File: src/rtl/load_store_unit.sv
// Load/store unit: drives a word-wide data-memory port for byte/half/word accesses
// requested by the MEM stage. Sub-word stores are done as a read-modify-write.
module load_store_unit #(
  parameter int MEM_WORDS   = 64,
  parameter bit CHECK_RANGE = 1'b1
) (
  input  logic        clk,
  input  logic        reset,
  input  logic        req_valid,
  output logic        req_ready,
  input  logic        req_write,
  input  logic [1:0]  req_size,
  input  logic        req_unsigned,
  input  logic [31:0] req_addr,
  input  logic [31:0] req_wdata,
  output logic        resp_valid,
  output logic        resp_error,
  output logic [31:0] resp_rdata,
  output logic        MemWrite,
  output logic [31:0] Address,
  output logic [31:0] WriteData,
  input  logic [31:0] ReadData
);

  typedef enum logic [2:0] {IDLE, LOAD, WRITE, RMW_RD, RMW_WR} state_t;

  localparam logic [31:0] ADDR_LIMIT = 32'(4 * MEM_WORDS);

  state_t      state, next_state;
  logic [1:0]  lat_size;
  logic        lat_unsigned;
  logic [1:0]  lat_offset;
  logic [31:0] lat_wdata;
  logic [31:0] merge_word;
  logic [31:0] addr_reg;

  logic        req_err;
  logic        misalign;
  logic        range_fault;
  logic [4:0]  lane_shift;
  logic [31:0] rd_shifted;
  logic [31:0] load_value;
  logic [31:0] lane_mask;
  logic [31:0] merged_word;
  logic        resp_valid_next;
  logic        resp_error_next;
  logic [31:0] resp_rdata_next;

  assign Address    = addr_reg;
  assign lane_shift = {lat_offset, 3'b000};

  always_comb begin
    range_fault = CHECK_RANGE && (req_addr >= ADDR_LIMIT);
    case (req_size)
      2'b00:   misalign = 1'b0;
      2'b01:   misalign = req_addr[0];
      2'b10:   misalign = |req_addr[1:0];
      default: misalign = 1'b1;
    endcase
    req_err = misalign | range_fault;
  end

  // Lane extraction for loads and lane insertion for the RMW store path.
  always_comb begin
    rd_shifted = ReadData >> lane_shift;
    case (lat_size)
      2'b00:   load_value = lat_unsigned ? {24'h0, rd_shifted[7:0]}
                                         : {{24{rd_shifted[7]}}, rd_shifted[7:0]};
      2'b01:   load_value = lat_unsigned ? {16'h0, rd_shifted[15:0]}
                                         : {{16{rd_shifted[15]}}, rd_shifted[15:0]};
      default: load_value = rd_shifted;
    endcase
    lane_mask   = (lat_size == 2'b00) ? (32'h0000_00FF << lane_shift)
                                      : (32'h0000_FFFF << lane_shift);
    merged_word = (merge_word & ~lane_mask) | ((lat_wdata << lane_shift) & lane_mask);
  end

  always_comb begin
    next_state      = state;
    req_ready       = 1'b0;
    MemWrite        = 1'b0;
    WriteData       = 32'h0;
    resp_valid_next = 1'b0;
    resp_error_next = 1'b0;
    resp_rdata_next = 32'h0;
    case (state)
      IDLE: begin
        req_ready = 1'b1;
        if (req_valid) begin
          if (req_err) begin
            resp_valid_next = 1'b1;
            resp_error_next = 1'b1;
          end else if (!req_write) begin
            next_state = LOAD;
          end else if (req_size == 2'b10) begin
            next_state = WRITE;
          end else begin
            next_state = RMW_RD;
          end
        end
      end
      LOAD: begin
        resp_valid_next = 1'b1;
        resp_rdata_next = load_value;
        next_state      = IDLE;
      end
      WRITE: begin
        MemWrite        = 1'b1;
        WriteData       = lat_wdata;
        resp_valid_next = 1'b1;
        next_state      = IDLE;
      end
      RMW_RD: begin
        next_state = RMW_WR;
      end
      RMW_WR: begin
        MemWrite        = 1'b1;
        WriteData       = merged_word;
        resp_valid_next = 1'b1;
        next_state      = IDLE;
      end
      default: next_state = IDLE;
    endcase
  end

  // Rejected requests leave Address untouched since they never reach memory.
  always_ff @(posedge clk or posedge reset) begin
    if (reset) begin
      state        <= IDLE;
      resp_valid   <= 1'b0;
      resp_error   <= 1'b0;
      resp_rdata   <= 32'h0;
      addr_reg     <= 32'h0;
      lat_size     <= 2'b00;
      lat_unsigned <= 1'b0;
      lat_offset   <= 2'b00;
      lat_wdata    <= 32'h0;
      merge_word   <= 32'h0;
    end else begin
      state      <= next_state;
      resp_valid <= resp_valid_next;
      resp_error <= resp_error_next;
      resp_rdata <= resp_rdata_next;
      if (state == IDLE && req_valid && !req_err) begin
        addr_reg     <= {req_addr[31:2], 2'b00};
        lat_size     <= req_size;
        lat_unsigned <= req_unsigned;
        lat_offset   <= req_addr[1:0];
        lat_wdata    <= req_wdata;
      end
      if (state == RMW_RD) begin
        merge_word <= ReadData;
      end
    end
  end

endmodule
File: config.mk
export PLATFORM = sky130hd
export DESIGN_NAME = load_store_unit
export DESIGN_NICKNAME = d
export VERILOG_FILES = /design/src/rtl/load_store_unit.sv
export SDC_FILE = /design/constraint.sdc
export NUM_CORES = 1
export LEC_CHECK = 0
export BUFFER_PORTS_ARGS = -buffer_cell sky130_fd_sc_hd__buf_2
export CORE_MARGIN = 1.5
export CORE_UTILIZATION = 50
export CTS_BUF_LIST = sky130_fd_sc_hd__clkbuf_4
export CTS_CLUSTER_SIZE = 30
export DETAILED_ROUTE_END_ITERATION = 7
export GPL_TIMING_DRIVEN = 0
export MAX_ROUTING_LAYER = met4
export PLACE_DENSITY = 0.9
export SLEW_MARGIN = 20
export SYNTH_ARGS = -nofsm -noshare
export SYNTH_HDL_FRONTEND = slang
export SYNTH_SLANG_ARGS = --single-unit
File: constraint.sdc
create_clock -name clk -period 6.25 [get_ports clk]
set_input_delay 1.5625 -clock clk [delete_from_list [all_inputs] [get_ports clk]]
set_output_delay 1.5625 -clock clk [all_outputs]
set_load 0.02 [all_outputs]
==> out/metrics.yaml <==
sta:
  worst_pin_slew_ps: 916.2
  fmax_mhz: 227.4
  rsz0062_at_grt: "false"
  fin_hold_ws_ps: 512.2
  setup_viol: 0
  post-route-period-util: 0.7036
  max_slew_margin: 0.3870
  layout_min_cycle_time_ps: 4398
  maxSlewViolCount: 0
  hold_violations: 0
  fin_worst_skew_ps: 17.23
synthesis:
  synth_seq_cells: 136
  synth-seq-area-share: 0.5583
  avgSynthCellArea_um2: 12.00
  ys_types: 38
  netlist_area_um2: 6096
  ys_warn_count: 0
  synthCells: 508
route:
  drcViolationCount: 0
  wirelength_mm: 16.58
  dr.pass1.iters: 5
  drt-initial-drc-count: 359
  post_drt_wl_per_cell_um: 18.65
  drtAntennaViolNets: 0
  viasPerCell: 5.532
  vias: 4918
setup_path:
  path_delay_family: "simple AND/OR/NAND/NOR gates"
  path_class: "reg2out"
  crit_chain: "clkbuf_1 > clkbuf_1 > nor2_1 > mux2i_1 > o21ai_0 > buf_2"
  endpoint_kind: "output port"
  critPathArrivalTime_ps: 2840
  required_ps: 4690
  cp_slowest_cell: "nor2_1"
  worstPathMaxFanout: 10
  path_buf_inv: 3
  crit_top_cell: "clkbuf_1"
  start_kind: "flip-flop"
  slowest_delay_ps: 770
pwr:
  swShare: 0.2614
  vdd_drop_max_v: 0.00009539
  seq_power_share: 0.613
  power.internal_uw: 1082
  clkPwrFrac: 0.322
  power_leakage_uw: 0.003982
  pwr-share-comb: 0.064
  power_density_nw_per_um2: 194.2
  power_switching_uw: 382.8
floorplan:
  dieHeight_um: 113.4
  rows: 40
  dieArea_um2: 12860
  ios: 203
  core_area_um2: 11960
  fp.dieW_um: 113.4
  start_util: 0.5096
finish:
  final_util: 0.6303
  final_cells: 889
  area.growth.synth_to_final_pct: 23.69
  drive_gt1_frac: 0.4507
  layout_common_cells: "buf_2 (207), dfrtp_1 (136), mux2_2 (84)"
  multi_input_area_um2: 2535
  layout_commonest_cell: "buf_2"
  nets: 832
  seq_area_um2: 3403
  nFillCells: 929
cts:
  tritoncts: "done"
  cts_max_path_buffers: 2
  cts_root_buffer: "clkbuf_4"
  post-cts-setup-buffers: 0
  cts_sinks: 136
  ctsHoldBuffers: 0
  clkLatencyLatePin_ps: 530
  htreeDepth: 4
  numCtsBuffers: 17
  cts_resized: 0
  path_clk_slew_ps: 110
grt:
  grt_pass1_wl_mm: 25.72
  grt.overflow.total: 0
  antenna_found_initial: 1
  grt_max_degree: 86
  grt_use_total: 0.2692
  grt_pass1_vias: 4957
placed_design:
  dp_hpwl_mm: 12.65
  io_buffers: 200
  dp.cells: 857
  place.gp.congestion: 0.9612
job:
  drv_cap: 0
hold_path:
  hold_class: "reg2reg"
run_status:
  status: "finished clean"
-- registers in the layout, indices dropped and copies added (netlist names) --
name and cells:
lat_wdata 32, Address 30, resp_valid 1, resp_rdata 32
state 3, lat_offset 2, lat_unsigned 1, lat_size 2
merge_word 32, resp_error 1
-- final cells by class --
type                            count  share of cell area
Tap cell                          147             0.02439
Clock inverter                     14             0.01162
Inverter                            2            0.001659
Antenna cell                        1           0.0003319
Buffer                             35             0.02108
Sequential cell                   136              0.4514
Multi-Input combinational cell    336              0.3362
Timing Repair Buffer              201              0.1364
Clock buffer                       17             0.01693
-- metrics by stage --
stage / cell area, um2 / setup WS (ps) / setup TNS, ps / total power (uW)
after global placement: 7284 / -106.4 / -13490 / 1002
after detailed placement: 7317 / 2494 / 0 / 1008
final: 7540 / 1852 / 0 / 1464
after CTS: 7532 / 1895 / 0 / 1475
after floorplan: 6100 / 1048 / 0 / 951.4
after global routing: 7540 / 1687 / 0 / 1524
-- layer usage --
layer	global-route usage	vias to the layer above	wire length [um]	share of wire
met5	-	-	0	0
met4	0.1133	0	539	0.033
met3	0.05845	50	995	0.060
met2	0.4202	204	8020	0.48
met1	0.3438	2418	7022	0.42
li1	-	2246	-	-
-- final timing paths --
kind | from | to | slack (ps) | depth (start not counted)
worst min register to register | Address[26] | Address[26] | 510 | 1
max in group asynchronous | reset | resp_rdata[14] | 4400 | 3
worst max-delay path | lat_offset[1] | WriteData[13] | 1850 | 6
worst max register to register | state[1] | state[1] | 3910 | 6
min in group asynchronous | reset | Address[4] | 1060 | 2
worst min-delay path | Address[26] | Address[26] | 510 | 1
-- power by group through the flow --
| stage | clock network [uW] | registers, uW | logic [uW] |
|---|---|---|---|
| floorplan | 0 | 912 | 39.0 |
| global placement | 0 | 914 | 87.9 |
| detailed placement | 0 | 914 | 93.6 |
| CTS | 483 | 897 | 94.2 |
| global route | 521 | 899 | 104 |
| finish | 472 | 898 | 94.2 |
-- cells in the mapped netlist (all sizes together) --
library cell	number	area, um2
mux2	84	945.9
or3	1	6.260
dfrtp	136	3403
or3b	2	17.52
buf	14	80.07
o2111ai	1	8.760
o211ai	1	7.510
o21ai	50	254.0
or4	1	7.510
o32a	8	80.08
clkbuf	21	78.83
nand2	45	168.9
nor4b	1	15.01
a21oi	9	45.04
a211oi	14	105.1
conb	1	3.750
o2bb2ai	1	8.760
or2	1	6.260
mux2i	33	330.3
o31ai	1	7.510
inv	2	7.510
nand4	1	6.260
nor2	15	56.30
a22o	8	70.07
nor2b	32	200.2
nor4	6	37.54
nand2b	2	12.51
nand3b	2	15.01
mux4	1	22.52
and2	10	62.56
nor3	4	25.02
-- logic make-up after synthesis --
group,synth area share
AOI/OAI and AO/OA,0.09627
buffers and inverters,0.02730
DFF,0.5583
muxes,0.2131
other,0.0006152
and+or+nand+nor,0.1045
-- worst register-to-register path, cell delays in order (launching register included) --
cell and delay (ps):
dfrtp_1 450, nor3_1 270, nand2_1 150, nor3_2 500, buf_2 380, clkbuf_1 360, and2_1 180
(Power assumes the default switching activity.)
